==> src/rtl/alu_pkg.sv <==
// ----------------------------------------------------------------------------
// alu_pkg
// Shared definitions for the UART ALU packet engine: opcode values, the
// header/response framing sizes and the engine FSM state type.
// ----------------------------------------------------------------------------
package alu_pkg;

    localparam logic [7:0] OP_ECHO  = 8'hEC;
    localparam logic [7:0] OP_ADD32 = 8'hA0;
    localparam logic [7:0] OP_MUL32 = 8'hA1;

    localparam int HDR_BYTES  = 4;
    localparam int RESP_BYTES = 4;

    typedef enum logic [2:0] {
        S_HDR,
        S_ECHO,
        S_OPND,
        S_RESP,
        S_DRAIN
    } state_t;

endpackage

==> src/rtl/alu_packet_engine.sv <==
// ----------------------------------------------------------------------------
// alu_packet_engine
// Command responder sitting between uart_rx (AXIS master) and uart_tx (AXIS
// slave). Parses [opcode, rsvd, len_lo, len_hi, payload...] packets, where len
// counts the whole packet including the 4-byte header, and runs ECHO, ADD32
// or MUL32, streaming the response bytes back out.
//
// Ports
//   clk_12mhz_i     system clock
//   reset_unsafe_i  synchronous, active-high reset
//   s_axis_*        rx byte stream from uart_rx (tdata/tvalid in, tready out)
//   m_axis_*        tx byte stream to uart_tx (tdata/tvalid out, tready in)
//   busy_o          high whenever the engine is not waiting for a header
//   error_o         one-cycle pulse when a packet is rejected
// ----------------------------------------------------------------------------
module alu_packet_engine
    import alu_pkg::*;
#(
    parameter int DATA_WIDTH = 8
) (
    input  logic                  clk_12mhz_i,
    input  logic                  reset_unsafe_i,
    input  logic [DATA_WIDTH-1:0] s_axis_tdata,
    input  logic                  s_axis_tvalid,
    output logic                  s_axis_tready,
    output logic [DATA_WIDTH-1:0] m_axis_tdata,
    output logic                  m_axis_tvalid,
    input  logic                  m_axis_tready,
    output logic                  busy_o,
    output logic                  error_o
);

    state_t      state;
    logic [1:0]  hdr_idx;
    logic [7:0]  op;
    logic [7:0]  len_lo;
    logic [15:0] remaining;
    logic [1:0]  byte_idx;
    logic        first_word;
    logic [23:0] word_lo;      // operand bytes 0..2; byte 3 arrives live
    logic [31:0] acc;
    logic [1:0]  resp_idx;

    logic        s_fire;
    logic        m_fire;
    logic [15:0] len_full;
    logic [15:0] rem_hdr;
    logic        is_arith;
    logic [31:0] word_full;
    logic [31:0] acc_next;

    assign s_fire    = s_axis_tvalid & s_axis_tready;
    assign m_fire    = m_axis_tvalid & m_axis_tready;
    assign len_full  = {s_axis_tdata, len_lo};
    assign rem_hdr   = len_full - 16'(HDR_BYTES);
    assign is_arith  = (op == OP_ADD32) || (op == OP_MUL32);
    assign word_full = {s_axis_tdata, word_lo};
    assign busy_o    = (state != S_HDR);

    // Modulo-2^32 unsigned: the 32-bit target keeps only the low product bits.
    always_comb begin
        acc_next = word_full;
        if (!first_word) begin
            acc_next = (op == OP_ADD32) ? acc + word_full : acc * word_full;
        end
    end

    // Handshake outputs are combinational on state so ECHO can pass bytes
    // through with zero latency. Reset gates them so both streams are idle
    // while reset is held.
    always_comb begin
        // NOTE: every output gets a default first so no path leaves it unassigned (no latch).
        s_axis_tready = 1'b0;
        m_axis_tvalid = 1'b0;
        m_axis_tdata  = '0;
        if (!reset_unsafe_i) begin
            case (state)
                S_HDR, S_OPND, S_DRAIN: s_axis_tready = 1'b1;
                S_ECHO: begin
                    m_axis_tdata  = s_axis_tdata;
                    m_axis_tvalid = s_axis_tvalid;
                    s_axis_tready = m_axis_tready;
                end
                S_RESP: begin
                    m_axis_tvalid = 1'b1;
                    case (resp_idx)
                        2'd0:    m_axis_tdata = acc[7:0];
                        2'd1:    m_axis_tdata = acc[15:8];
                        2'd2:    m_axis_tdata = acc[23:16];
                        default: m_axis_tdata = acc[31:24];
                    endcase
                end
                default: ;
            endcase
        end
    end

    always_ff @(posedge clk_12mhz_i) begin
        // NOTE: sequential state uses non-blocking assignments so every register samples pre-edge values.
        if (reset_unsafe_i) begin
            state      <= S_HDR;
            hdr_idx    <= '0;
            op         <= '0;
            len_lo     <= '0;
            remaining  <= '0;
            byte_idx   <= '0;
            first_word <= 1'b0;
            word_lo    <= '0;
            acc        <= '0;
            resp_idx   <= '0;
            error_o    <= 1'b0;
        end else begin
            error_o <= 1'b0;
            case (state)
                S_HDR: begin
                    if (s_fire) begin
                        hdr_idx <= hdr_idx + 2'd1;
                        case (hdr_idx)
                            2'd0: op     <= s_axis_tdata;
                            2'd2: len_lo <= s_axis_tdata;
                            2'd3: begin
                                remaining <= rem_hdr;
                                if (op == OP_ECHO && len_full >= 16'(HDR_BYTES)) begin
                                    // A bare header echoes nothing.
                                    if (rem_hdr != '0) state <= S_ECHO;
                                end else if (is_arith && len_full >= 16'(HDR_BYTES + 4)
                                             && len_full[1:0] == 2'b00) begin
                                    state      <= S_OPND;
                                    first_word <= 1'b1;
                                    byte_idx   <= '0;
                                end else begin
                                    error_o <= 1'b1;
                                    if (rem_hdr != '0) state <= S_DRAIN;
                                end
                            end
                            default: ;   // reserved byte is ignored
                        endcase
                    end
                end
                S_ECHO: begin
                    if (s_fire) begin
                        remaining <= remaining - 16'd1;
                        if (remaining == 16'd1) state <= S_HDR;
                    end
                end
                S_OPND: begin
                    if (s_fire) begin
                        remaining <= remaining - 16'd1;
                        byte_idx  <= byte_idx + 2'd1;
                        case (byte_idx)
                            2'd0: word_lo[7:0]   <= s_axis_tdata;
                            2'd1: word_lo[15:8]  <= s_axis_tdata;
                            2'd2: word_lo[23:16] <= s_axis_tdata;
                            default: begin
                                acc        <= acc_next;
                                first_word <= 1'b0;
                            end
                        endcase
                        // len is a multiple of 4, so this coincides with a word boundary.
                        if (remaining == 16'd1) begin
                            state    <= S_RESP;
                            resp_idx <= '0;
                        end
                    end
                end
                S_RESP: begin
                    if (m_fire) begin
                        resp_idx <= resp_idx + 2'd1;
                        if (resp_idx == 2'(RESP_BYTES - 1)) state <= S_HDR;
                    end
                end
                S_DRAIN: begin
                    if (s_fire) begin
                        remaining <= remaining - 16'd1;
                        if (remaining == 16'd1) state <= S_HDR;
                    end
                end
                default: state <= S_HDR;
            endcase
        end
    end

endmodule
==> config.mk <==
export PLATFORM = sky130hd
export DESIGN_NAME = alu_packet_engine
export DESIGN_NICKNAME = d
export VERILOG_FILES = /design/src/rtl/alu_pkg.sv /design/src/rtl/alu_packet_engine.sv
export SDC_FILE = /design/constraint.sdc
export NUM_CORES = 2
export LEC_CHECK = 0
export CORE_MARGIN = 3
export CORE_UTILIZATION = 60
export CTS_BUF_LIST = sky130_fd_sc_hd__clkbuf_4 sky130_fd_sc_hd__clkbuf_8
export CTS_CLUSTER_DIAMETER = 200
export DETAILED_ROUTE_END_ITERATION = 16
export PLACE_DENSITY = 0.77
export SYNTH_ARGS = -nofsm -noshare
export SYNTH_HDL_FRONTEND = slang
export SYNTH_SLANG_ARGS = --single-unit
==> constraint.sdc <==
create_clock -name clk_12mhz_i -period 8.85 [get_ports clk_12mhz_i]
set_input_delay 1.77 -clock clk_12mhz_i [delete_from_list [all_inputs] [get_ports clk_12mhz_i]]
set_output_delay 1.77 -clock clk_12mhz_i [all_outputs]
set_load 0.05 [all_outputs]
After elaboration in Yosys (flattened, before gate mapping):

Cells that the tools add are included.

* output and inout bits: 12
* memories: 0
* ROM bits: 0
* logic and storage cells: 132
* memory bits (writable): 0
* bits of input ports: 12
* bits in latches: 0
* register bits after elaboration: 99

* shifts and indexed selects: 0
* bitwise operators: 6
* multiplexer cells: 44
* $add $sub $neg: 6
* order comparisons: 2
* reduce and logical (&&, ||, !) cells: 31
* equality and inequality tests: 29
* multipliers: 1
* div/mod/pow operators: 0

Operator list (count)
* $mux W32: 2
* $mux W16: 3
* $mux W3: 12
* $add A32 B32 Y32: 1
* $mul A32 B32 Y32: 1
* $pmux W16 S2: 1
* $eq A8 B8 Y1 const B: 3
* $pmux W8 S3: 1
* $reduce_and A3 Y1: 6
* $eq A16 B1 Y1 const B: 1
* $ge A16 B3 Y1 const B: 1
* $ge A16 B4 Y1 const B: 1
* $mux W2: 8
* $ne A2 B2 Y1 const B: 8
* $pmux W8 S2: 1
* $reduce_bool A16 Y1: 1
* $sub A16 B1 Y16 const B: 1
* $sub A16 B3 Y16 const B: 1
* $pmux W3 S4: 1
* $eq A2 B2 Y1 const B: 5
* $reduce_and A10 Y1: 1
* $mux W1: 9
* $reduce_or A3 Y1: 3
* $logic_not A2 Y1: 4
* 23 further kinds: 43

Depth between registers and ports, before layout:

* depth after elaboration: 9
* depth in mapped cells: 28
* gate-level depth less buffers: 26

Worst setup path before layout:

Ideal clock, no wire load.

* kind: in2reg
* start: in s_axis_tdata[0]
* end: reg acc[31]
* buffers on the path: 2
* data arrival time: 7.579 ns
* stages on the path: 24
* path slack: 1.186 ns
* cell sequence: clkbuf_1 clkbuf_1 and2_1 fa_1 inv_1 fa_1 inv_1 fa_1 fa_1 inv_1 fa_1 fa_1 fa_1 fa_1 xnor2_1 xnor2_1 xnor2_1 xnor2_1 xnor2_1 xnor2_1 xnor2_1 xnor2_1 a21oi_1 a211oi_1

* cells in the longest elaborated chain, start to end: 3
* elaborated cells on any way between the ends: 4

RTL lines
* start: declaration: line alu_packet_engine.sv:23 `input logic [DATA_WIDTH-1:0] s_axis_tdata,`
* $mul A32 B32 Y32 / $add A32 B32 Y32 (equally long branches): line alu_packet_engine.sv:64 `acc_next = (op == OP_ADD32) ? acc + word_full : acc * word_full;`
* $mux W32 (*): line alu_packet_engine.sv:64
* $mux W32 (*): line alu_packet_engine.sv:63 `if (!first_word) begin`
* end signal: assignment: line alu_packet_engine.sv:155 `acc <= acc_next;`
* end: declaration: line alu_packet_engine.sv:41 `logic [31:0] acc;`

Mark *: on every way between the ends. The rest lies on a longest branch, timed or not.
A chain may end at the register's enable or synchronous reset.

Worst setup path in the final report:

Same ends and word-level chain as after synthesis.

==> results.py <==
metrics = {
    "outcome": {
        "status": "complete, no violations",
    },
    "synthesis": {
        "synthFlopType": "dfxtp_1",
        "netlist_area_um2": 22700,
        "syn_area_per_cell_um2": 8.48,
        "netlist.top_cell.by_area": "fa_1",
        "syn-num-nets": 3272,
        "ys_ff_latch": 99,
        "synth_top_area_share_pct": 36.0,
        "synth.distinct_cells": 84,
        "synth_warnings": 0,
        "synth_edf_count": 0,
        "async_flop_share_pct": 0,
        "synthCells": 2680,
        "synthTopCellsByCount": "fa_1, inv_1, nand2_1, and2_1, ha_1",
        "synth_area_leaders": "fa_1, ha_1, dfxtp_1",
        "synth_seq_area_share_pct": 8.72,
    },
    "power": {
        "p_leak_nw": 11.0,
        "ir_worst_vdd_mv": 0.0792,
        "p_per_area_nw_per_um2": 35.5,
    },
    "sta": {
        "fin_crit_ps": 8010,
        "clock.fmax_mhz": 125,
        "setup_violations": 0,
        "max_slew_margin_pct": 25.8,
        "fin_crit_sh_pct": 90.6,
        "drv_slew": 0,
        "tightest_slew_ps": 1110,
        "whs_ps": 463,
        "setup_tns_ps": 0,
        "final_hold_viol_count": 0,
        "worst_clock_skew_ps": 20.2,
        "rsz0062_at_grt": "no",
    },
    "min_path": {
        "min-delay-start": "word_lo[13]$_SDFFE_PP0P_",
        "holdPathStages": 2,
        "hold_end": "word_lo[13]$_SDFFE_PP0P_",
        "hold_class": "reg -> reg",
    },
    "layout": {
        "diodes": 0,
        "nNetsFinal": 3206,
        "area_growth_pct": 4.00,
        "drive_above_1_share_pct": 4.35,
        "stdcell_count": 3123,
        "final_util_pct": 64.0,
    },
    "floorplanning": {
        "die_area_um2": 40300,
        "die_w_um": 201,
        "core-area_um2": 37000,
        "die_y_um": 201,
        "fp-row-count": 70,
        "start_util_pct": 61.5,
        "pin_count": 24,
    },
    "critical_path": {
        "reg2reg_depth": 22,
        "rr_startpoint": "word_lo[6]$_SDFFE_PP0P_",
        "cp.arrival_ps": 8310,
        "path_max_fanout": 7,
        "rrSetupSlack_ps": 920,
        "cp.required_ps": 9150,
        "slowest_delay_ps": 710,
        "endpoint_kind": "flop",
        "startpoint_type": "input port",
        "timing.rr.end": "acc[29]$_SDFFE_PP0P_",
        "slowest_stage": "clkdlybuf4s50_1",
        "timing.critical_path.cells": "clkdlybuf4s50_1, buf_4, nand2_1, fa_1, fa_1, inv_1, fa_1, fa_1, inv_1, fa_1, fa_1, fa_1, fa_1, xnor2_1, xnor2_1, xnor2_1, xnor2_1, xnor2_1, xnor2_1, xnor2_1, xnor2_1, a21oi_1, a211oi_1",
        "worstSetupPathType": "in -> reg",
    },
    "placement": {
        "hpwl_mm": 54.1,
        "numPortBuffers": 23,
        "routabilityCongestion": 1.11,
        "post-place-cells": 3107,
    },
    "cts": {
        "clock-sinks": 99,
        "cts_buffers": 9,
        "cts_repair_resize_count": 0,
        "root_buffer": "clkbuf_8",
        "cts_setup_buffers": 0,
        "clkLatencyLatePin_ps": 400,
        "postCtsHoldBufs": 0,
        "htree_levels": 3,
        "cts_tree": "yes",
        "clockBufferDepth": 2,
        "clk_pin_slew_ps": 110,
    },
    "detailed_routing": {
        "first_pass_iters": 8,
        "routed_wirelength_mm": 69.8,
        "drtAntennaViolNets": 0,
        "avgViaCountPerCell": 6.05,
        "dr.first_iter.drc_count": 1985,
        "vias": 18900,
        "avgRoutedWirePerCell_um": 22.4,
        "drcViolationCount": 0,
    },
    "global_routing": {
        "antenna_found_initial": 3,
        "grt_pass1_wl_mm": 110,
        "gr-total-overflow": 0,
        "grt_max_degree": 92,
        "grt_util_all_layers_pct": 35.0,
        "grt_pass1_vias": 19800,
    },
    "flow_run": {
        "cap_violations": 0,
    },
}
## how the worst max path moves through the flow
stage                                 start                   end  slack, ps  cells past startpoint
floorplan                   s_axis_tdata[0]  acc[31]$_SDFFE_PP0P_       1190                     24
global placement            s_axis_tdata[0]  acc[31]$_SDFFE_PP0P_        590                     23
detailed placement          s_axis_tdata[0]  acc[31]$_SDFFE_PP0P_        480                     23
CTS                         s_axis_tdata[0]  acc[31]$_SDFFE_PP0P_        890                     23
global route        word_lo[6]$_SDFFE_PP0P_  acc[29]$_SDFFE_PP0P_        570                     22
finish                      s_axis_tdata[0]  acc[31]$_SDFFE_PP0P_        840                     23
## worst max-delay path, delay by kind of cell
kind | cells | cell delay, ps
AND/OR/NAND/NOR | 1 | 80
AO/OA/AOI/OAI | 2 | 330
XOR/XNOR | 8 | 1300
adder cells (fa/ha/maj) | 8 | 3770
buffers and inverters | 4 | 1050
## flip-flops by register name, indices dropped and copies added, names as in the netlist
register,flops
resp_idx,2
state,3
remaining,16
byte_idx,2
first_word,1
error_o,1
op,8
len_lo,8
hdr_idx,2
word_lo,24
acc,32
## per-layer routing
layer  share of wire (%)  GRT usage (%)
met5               0.017              0
met3                  13           10.6
met4                 4.6           14.6
met1                  39           46.4
met2                  44           53.7
## stage by stage
stage / area, µm² / power [mW] / setup slack, ps
final: 23600 / 0.840 / 835
after global routing: 23600 / 0.864 / 568
after CTS: 23600 / 0.840 / 886
after detailed placement: 23400 / 0.529 / 481
after global placement: 23400 / 0.527 / 587
after floorplan: 22700 / 0.502 / 1190
## logic make-up (layout without fill, tap and decap cells)
kind of cell / Yosys count / in the layout / synth area share [%]
simple gates: 917 / 917 / 20.2
mux: 14 / 14 / 0.616
buf+inv: 575 / 514 / 9.64
flops: 99 / 99 / 8.72
xor+xnor: 122 / 122 / 4.70
compound gates: 373 / 373 / 10.7
fa+ha+maj: 580 / 580 / 45.4
## report_power, final
group          switching [mW]  internal (mW)  leakage, nW  total (mW)
Sequential            0.00247          0.448        0.799       0.451
Combinational          0.0481         0.0220         10.1      0.0701
Clock                   0.204          0.115        0.107       0.319
Total                   0.254          0.586         11.0       0.840
## cells in the final DEF, fill, tap and decap left out, drive strengths merged, types with 22 or more instances in the layout
cell type / synthesis / layout
inv: 409 / 411
fa: 409 / 409
nand2: 355 / 355
and2: 302 / 302
ha: 171 / 171
a21oi: 128 / 128
dfxtp: 99 / 99
nor2: 94 / 94
xnor2: 93 / 93
o21ai: 85 / 85
buf: 19 / 66
nand3: 60 / 60
nor3: 34 / 34
xor2: 29 / 29
a211oi: 27 / 27
clkdlybuf4s50: 0 / 22
## layout make-up
type                    instances  area [µm²]
inverters                     410        1540
multi-input cells            2006       18600
fillers                      3159       13300
repair buffers                 88         713
well taps                     504         631
clock buffers                   9         124
flip-flops and latches         99        1980
clock inverters                 7        93.8
Power figures use the tool's default switching activity.
